File: src/rtl/pipe_hazard_ctrl_pkg.sv
// Shared types and constants for the SimpleRISC pipeline hazard controller.
// Latency: n/a (definitions only).
// Backpressure: n/a.
package pipe_ctrl_pkg;

  localparam int NUM_REGS = 16;
  localparam int REG_AW   = 4;
  localparam int RA_REG   = 15;   // call writes the return address here

  // One in-flight instruction as seen by the hazard logic
  typedef struct packed {
    logic              valid;
    logic [REG_AW-1:0] rd;
    logic              wb;
    logic              is_ld;
  } sh_entry_t;

  localparam sh_entry_t SH_INVALID = '{valid: 1'b0, rd: '0, wb: 1'b0, is_ld: 1'b0};

  // True when a read source depends on the register written by this entry
  function automatic logic src_match(input sh_entry_t e, input logic used,
                                     input logic [REG_AW-1:0] src);
    return used & e.valid & e.wb & (e.rd == src);
  endfunction

endpackage

File: src/rtl/pipe_hazard_ctrl_mc_ex_timer.sv
// Counts the extra EX cycles of a multi-cycle op (mul/div/mod).
// Latency: busy rises the cycle after load; an op occupies EX LATENCY cycles.
// Backpressure: none; load is only raised while the timer is idle.
module mc_ex_timer #(
  parameter int LATENCY = 4
) (
  input  logic clk,
  input  logic reset,
  input  logic load,
  output logic busy
);

  localparam int CW = (LATENCY > 1) ? $clog2(LATENCY) : 1;
  localparam logic [CW-1:0] LOAD_VAL = CW'(LATENCY - 1);

  logic [CW-1:0] cnt;

  // Load on op entry, then count down to zero; reset aborts an op in flight
  always_ff @(posedge clk) begin
    if (reset) begin
      cnt <= '0;
    end else if (load) begin
      cnt <= LOAD_VAL;
    end else if (cnt != '0) begin
      cnt <= cnt - CW'(1);
    end
  end

  assign busy = (cnt != '0);

endmodule

File: src/rtl/pipe_hazard_ctrl.sv
// Pipeline hazard controller: RAW interlock, multi-cycle EX hold, branch flush.
// Latency: control outputs are combinational (0 cycles); state updates in 1 cycle.
// Backpressure: stalls PC and IF/OF while a hazard or multi-cycle op persists.
module pipe_hazard_ctrl #(
  parameter int NUM_REGS   = pipe_ctrl_pkg::NUM_REGS,
  parameter int REG_AW     = pipe_ctrl_pkg::REG_AW,
  parameter int MC_LATENCY = 4,
  parameter int FORWARDING = 0,
  parameter int CNT_W      = 32
) (
  input  logic              clk,
  input  logic              reset,
  input  logic              of_valid,
  input  logic [REG_AW-1:0] of_rs1,
  input  logic              of_rs1_used,
  input  logic [REG_AW-1:0] of_rs2,
  input  logic              of_rs2_used,
  input  logic [REG_AW-1:0] of_rd,
  input  logic              of_wb,
  input  logic              of_is_ld,
  input  logic              of_is_mc,
  input  logic              ex_branch_taken,
  output logic              stall_pc,
  output logic              stall_if_of,
  output logic              hold_of_ex,
  output logic              bubble_of_ex,
  output logic              bubble_ex_ma,
  output logic              flush_if_of,
  output logic              flush_of_ex,
  output logic              ex_busy,
  output logic [CNT_W-1:0]  stall_cycles
);

  import pipe_ctrl_pkg::*;

  // The shadow entry's rd field is sized from the package
  if (NUM_REGS > (1 << REG_AW) || REG_AW != pipe_ctrl_pkg::REG_AW) begin : g_bad_cfg
    $error("pipe_hazard_ctrl: register file geometry does not match pipe_ctrl_pkg");
  end

  sh_entry_t sh_ex, sh_ma, sh_wb;
  logic      mc_busy;
  logic      match_ex, match_ma, match_wb;
  logic      raw, flush, issue;
  logic [CNT_W-1:0] stall_cnt;

  mc_ex_timer #(.LATENCY(MC_LATENCY)) u_mc_timer (
    .clk   (clk),
    .reset (reset),
    .load  (issue & of_is_mc),
    .busy  (mc_busy)
  );

  // RAW detection of the OF instruction against every in-flight writer
  always_comb begin
    match_ex = src_match(sh_ex, of_rs1_used, of_rs1) | src_match(sh_ex, of_rs2_used, of_rs2);
    match_ma = src_match(sh_ma, of_rs1_used, of_rs1) | src_match(sh_ma, of_rs2_used, of_rs2);
    match_wb = src_match(sh_wb, of_rs1_used, of_rs1) | src_match(sh_wb, of_rs2_used, of_rs2);
    if (FORWARDING != 0) begin
      // only a load still in EX cannot be bypassed
      raw = of_valid & match_ex & sh_ex.is_ld;
    end else begin
      // regfile is written at the end of WB, so WB still blocks
      raw = of_valid & (match_ex | match_ma | match_wb);
    end
    flush = ex_branch_taken & ~mc_busy;
    issue = of_valid & ~mc_busy & ~flush & ~raw;
  end

  // Prioritised control outputs: flush, then multi-cycle hold, then RAW stall
  always_comb begin
    stall_pc     = 1'b0;
    stall_if_of  = 1'b0;
    hold_of_ex   = 1'b0;
    bubble_of_ex = 1'b0;
    bubble_ex_ma = 1'b0;
    flush_if_of  = 1'b0;
    flush_of_ex  = 1'b0;
    ex_busy      = 1'b0;
    if (!reset) begin
      ex_busy = mc_busy;
      if (flush) begin
        flush_if_of = 1'b1;
        flush_of_ex = 1'b1;
      end else if (mc_busy) begin
        stall_pc     = 1'b1;
        stall_if_of  = 1'b1;
        hold_of_ex   = 1'b1;
        bubble_ex_ma = 1'b1;
      end else if (raw) begin
        stall_pc     = 1'b1;
        stall_if_of  = 1'b1;
        bubble_of_ex = 1'b1;
      end
    end
  end

  // Shadow pipe: EX holds under a multi-cycle op, which sends a bubble to MA
  always_ff @(posedge clk) begin
    if (reset) begin
      sh_ex <= SH_INVALID;
      sh_ma <= SH_INVALID;
      sh_wb <= SH_INVALID;
    end else begin
      sh_wb <= sh_ma;
      sh_ma <= mc_busy ? SH_INVALID : sh_ex;
      if (!mc_busy) begin
        if (issue) begin
          sh_ex <= '{valid: 1'b1, rd: of_rd, wb: of_wb, is_ld: of_is_ld};
        end else begin
          sh_ex <= SH_INVALID;
        end
      end
    end
  end

  // Saturating count of PC-stall cycles
  always_ff @(posedge clk) begin
    if (reset) begin
      stall_cnt <= '0;
    end else if (stall_pc && (stall_cnt != {CNT_W{1'b1}})) begin
      stall_cnt <= stall_cnt + CNT_W'(1);
    end
  end

  assign stall_cycles = stall_cnt;

endmodule

File: config.mk
export PLATFORM = sky130hd
export DESIGN_NAME = pipe_hazard_ctrl
export DESIGN_NICKNAME = d
export VERILOG_FILES = /design/src/rtl/pipe_hazard_ctrl_pkg.sv /design/src/rtl/pipe_hazard_ctrl_mc_ex_timer.sv /design/src/rtl/pipe_hazard_ctrl.sv
export SDC_FILE = /design/constraint.sdc
export NUM_CORES = 1
export LEC_CHECK = 0
export ABC_AREA = 1
export CORE_MARGIN = 2
export CORE_UTILIZATION = 50
export CTS_BUF_LIST = sky130_fd_sc_hd__clkbuf_4
export DETAILED_ROUTE_END_ITERATION = 8
export PLACE_DENSITY = 0.89
export SLEW_MARGIN = 20
export SYNTH_ARGS = -nofsm -noshare
export SYNTH_HDL_FRONTEND = slang
export SYNTH_SLANG_ARGS = --single-unit
File: constraint.sdc
create_clock -name clk -period 2.1 [get_ports clk]
set_input_delay 0.42 -clock clk [delete_from_list [all_inputs] [get_ports clk]]
set_output_delay 0.42 -clock clk [all_outputs]
set_load 0.01 [all_outputs]
* After elaboration in Yosys (flattened, before gate mapping) *
Cells that the tools add are included.
Widths: inputs -> output; s select.

cells by class
  bitwise gates (word level) = 32
  $add $sub $neg = 2
  muxes and demuxes = 16
  equality and inequality tests = 7
  reductions and logical operators = 4

operators with widths
  cell                   count
  $add 32x1->32 const B  1
  $ne 32x32->1 const B   1
  $and 1x1->1            24
  $eq 4x4->1             6
  $mux 1                 13
  $mux 7                 1
  $or 1x1->1             5
  $mux 2                 2
  $reduce_bool 2->1      2
  $not 1->1              3
  $reduce_or 2->1        1
  $sub 2x1->2 const B    1
  $logic_and 1x1->1      1

storage, ports and cells
  register bits = 52
  input bits = 21

* Longest topological paths before layout *
  depth after elaboration = 12
  gate-level depth with buffers = 15

* Modules after synthesis *
A second synthesis with hierarchy kept.

second synthesis, totals
  cells, all modules = 553
  area total of the unflattened synthesis = 3251.9 µm²

modules (own cells, without submodules)
  module            area an instance (µm²)  sequential area each (µm²)  times used  cells each
  pipe_hazard_ctrl  3135.5                  1001.0                      1           534
  mc_ex_timer       116.4                   40.0                        1           19

* Worst setup path before layout *
Ideal clock, no wire load.

  path type = register to output
  start point = register u_mc_timer.cnt[0]
  end point = output stall_pc
  data arrival time = 1.525 ns
  slack = 0.155 ns
  cell stages (with the launch flop) = 8
  data required time = 1.680 ns
  cell sequence = dfxtp_1 > inv_1 > ha_1 > nor2_1 > inv_1 > nand2_2 > buf_2 > buf_4

between the ends
  cells in the longest elaborated chain, start to end = 5
  elaborated cells on any way between the ends = 6

RTL lines
  what                    line                                RTL
  start, declared         pipe_hazard_ctrl_mc_ex_timer.sv:16  logic [CW-1:0] cnt;
  start signal, assigned  pipe_hazard_ctrl_mc_ex_timer.sv:25  cnt <= cnt - CW'(1);
  $reduce_bool 2->1 *     pipe_hazard_ctrl_mc_ex_timer.sv:29  assign busy = (cnt != '0);
  $not 1->1               pipe_hazard_ctrl.sv:66              flush = ex_branch_taken & ~mc_busy;
  $and 1x1->1             pipe_hazard_ctrl.sv:66
  $mux 1 * (2 in series)  --
  end, declared           pipe_hazard_ctrl.sv:23              output logic stall_pc,

Mark *: on every way between the ends. The rest lies on a longest branch, timed or not.

* Worst setup path in the final report *
  start point = register sh_wb[3] (netlist bit)
  end point = output bubble_of_ex

between the ends
  cells in the longest elaborated chain, start to end = 9
  elaborated cells on any way between the ends = 11

RTL lines
  what                    line                        RTL
  start, declared         pipe_hazard_ctrl.sv:41      sh_entry_t sh_ex, sh_ma, sh_wb;
  start signal, assigned  pipe_hazard_ctrl.sv:105     sh_wb <= sh_ma;
  $eq 4x4->1              pipe_hazard_ctrl_pkg.sv:23  return used & e.valid & e.wb & (e.rd == src);
  $and 1x1->1             pipe_hazard_ctrl_pkg.sv:23
  $or 1x1->1 *            pipe_hazard_ctrl.sv:58      match_wb = src_match(sh_wb, of_rs1_used, of_rs1) | src_match(sh_wb, of_rs2_used, of_rs2);
  $or 1x1->1 *            pipe_hazard_ctrl.sv:64      raw = of_valid & (match_ex | match_ma | match_wb);
  $and 1x1->1 *           pipe_hazard_ctrl.sv:64
  $mux 1 *                pipe_hazard_ctrl.sv:90      end else if (raw) begin
  $mux 1 *                pipe_hazard_ctrl.sv:85      end else if (mc_busy) begin
  $mux 1 *                pipe_hazard_ctrl.sv:82      if (flush) begin
  $mux 1 *                pipe_hazard_ctrl.sv:80      if (!reset) begin
  end, declared           pipe_hazard_ctrl.sv:26      output logic bubble_of_ex,

Marks and branches as above.

==> metrics.md <==
| Metric | Value |
|---|---|
| Initial antenna violation count | `0` |
| Crit. End Element | `output pin` |
| Total Routing Usage GR | `21.69%` |
| RSZ-0062 raised after global routing | `yes` |
| Final antenna-violating net count | `0` |
| 1st-iter DRT viols | `190` |
| Switching Share | `33.53%` |
| Most Crowded Layer GR | `met2` |
| Clock transition at path regs | `150 ps` |
| Pin count of the biggest net entering global routing | `59` |
| Register bit total from synthesis | `52` |
| P_leak | `1.780 nW` |
| Mean post-synth cell area | `6.131 µm²` |
| Hold slack | `455.9 ps` |
| Met1 usage | `26.94%` |
| GR Overflow Total | `0` |
| Status | `finished with violations` |
| Final hold vios | `0` |
| Port Buffer Count | `59` |
| Violated checks | `setup timing` |
| Startpoint types | `flip-flop` |
| Syn Nets | `535` |
| Vias in the first global route | `3,031` |
| Die area | `6928 µm²` |
| Period utilization | `101.8%` |
| Synth Cell Area | `3139 µm²` |
| Routability cong. | `0.8911` |
| Layout cell share with drive strength beyond 1 | `16.52%` |
| Grt met2 use | `37.46%` |
| Pins Over Slew Limit | `0` |
| Max VDD drop | `0.6504 mV` |
| Htree depth | `2` |
| Worst slew margin | `78.43%` |
| Placed cell areas | `3850 µm²` |
| Hpwl dp | `5682 µm` |
| Via density | `5.133` |
| DIE HEIGHT | `83.24 µm` |
| Clock power frac | `22.4%` |
| CTS Sinks | `52` |
| Die width | `83.24 µm` |
| Overall Power | `2.513 mW` |
| Hold_buf cts | `0` |
| Avg WL per Cell | `11.86 µm` |
| Fillers | `503` |
| PwrDens | `630.6 nW/µm²` |
| Total wire length | `7780 µm` |
| Flop pwr share | `43.3%` |
| Min Tclk post-route | `2138 ps` |
| DR pass1 iterations | `5` |
| Finished Cell Area | `3985 µm²` |
| Dpl ws | `-678.2 ps` |
| Fin nets | `603` |
| Worst-margin pin slew | `321.1 ps` |
| HP Class | `reg2reg` |
| Worst path arrival time | `1720 ps` |
| Leading cell type in the layout, fill and taps excluded | `nand2_1` |
| I/O pins | `61` |
| Max-Cap Viols | `0` |
| Post-synth top area share | `33.16%` |
| Setup TNS | `-92.33 ps` |
| Distinct cells, synth | `28` |
| CTS buffer count | `5` |
| F_max | `0.4676 GHz` |
| Setup CP Type | `reg2out` |
| Synth area leaders | `dfxtp_1 33%, nand2_1 17%, nor2_1 11%` |
| CP required | `1680 ps` |
| Area occupied by multi-input gates | `1720 µm²` |
| Leading area contributor after synthesis | `dfxtp_1` |
| NetSw | `0.8425 mW` |
| Worst-skew pair later-pin latency | `370 ps` |
| Layout area overhead | `26.94%` |
| CTS root buffer | `clkbuf_4` |
| Rows | `28` |
| PnR worst setup slack | `-38.43 ps` |
| Post-Synthesis Cells | `512` |
| Grt met3 use | `4.274%` |
| Core box area | `5991 µm²` |
| CTS tree | `built` |
| N_diodes | `0` |
| Final setup vio count | `3` |
| Global-route wire length before repair | `12,810 µm` |
| Register Area | `1052 µm²` |
| Combinational power share | `34.4%` |
| Initial core utilization | `52.40%` |
| Clock Path Buffers | `2` |
| Commonest non-fill, non-tap cells in the layout | `140 x nand2_1, 89 x nor2_1, 53 x inv_1` |
| Crit Path Max Fanout | `3` |
| Pint | `1.671 mW` |
| Final Skew | `9.205 ps` |
| Register area share after synthesis | `33.16%` |
| Synth warnings | `0` |
| DR vias | `3,367` |
| DRC | `0` |
[state kept, by name, indices dropped and copies added (netlist names)]
register,cells
sh_wb,6
u_mc_timer.cnt,2
stall_cycles,32
sh_ex,6
sh_ma,6
[cell usage after synthesis (all sizes together)]
cell type / instances
a21oi: 27
a31oi: 1
buf: 15
clkbuf: 2
dfxtp: 52
ha: 2
inv: 77
nand2: 150
nand3: 52
nand3b: 1
nand4: 8
nor2: 98
nor3: 10
o21ai: 2
o22ai: 5
or2: 1
xnor2: 2
xor2: 7
[per-layer routing]
metal / vias to the layer above / share of wire (%)
met5: - / 0
met4: 0 / 2.3
met3: 20 / 6.3
met2: 119 / 48
met1: 1509 / 43
li1: 1719 / -
[final cells by class]
cell class | instances | share of cell area (%)
clock buffers | 5 | 0.9419
inverters | 77 | 7.253
flip-flops and latches | 52 | 26.41
clock inverters | 3 | 1.068
repair buffers | 78 | 18.81
well taps | 75 | 2.355
multi-input cells | 366 | 43.17
[worst max-delay path, stage by stage (launching register included)]
cell	delay, ps
dfxtp_2	370
inv_1	50
nand2_1	50
nand2_1	70
nor2_1	150
nand3_1	100
nand2_1	100
inv_1	50
nand2_1	110
nand2_2	90
nor2_1	90
buf_2	140
[worst paths after layout]
path / start / to / slack, ps / cells past startpoint
min: sh_ma[1] / sh_wb[1] / 460 / 2
max: sh_wb[3] / bubble_of_ex / -40 / 11
max reg2reg: sh_wb[3] / stall_cycles[17] / 190 / 15
min reg2reg: sh_ma[1] / sh_wb[1] / 460 / 2
[power by group through the flow]
stage	Combinational, mW	Clock, mW	Sequential [mW]
floorplan	0.487	0	1.11
global placement	0.767	0	1.10
detailed placement	0.793	0	1.10
CTS	0.782	0.569	1.08
global route	0.941	0.606	1.09
finish	0.864	0.562	1.09
[metrics by stage]
stage	std cells	util, %
after global placement	646	64.26
after global routing	656	66.52
after detailed placement	646	64.26
after CTS	654	65.58
after floorplan	512	-
final	656	66.52
[what timing repair did]
action,CTS,global route
endpoints found under the setup margin,39,29
resized for setup,40,10
setup buffers,0,1
pin swaps,1,5
gates cloned,0,1
[cell families after synthesis]
logic type / count (synthesis) / synth area share [%]
compound gates: 35 / 5.819
buf+inv: 94 / 12.83
simple gates: 320 / 44.88
xor+xnor: 9 / 2.511
fa+ha+maj: 2 / 0.7970
flops: 52 / 33.16
No activity file was read; power rests on OpenSTA's default activity.
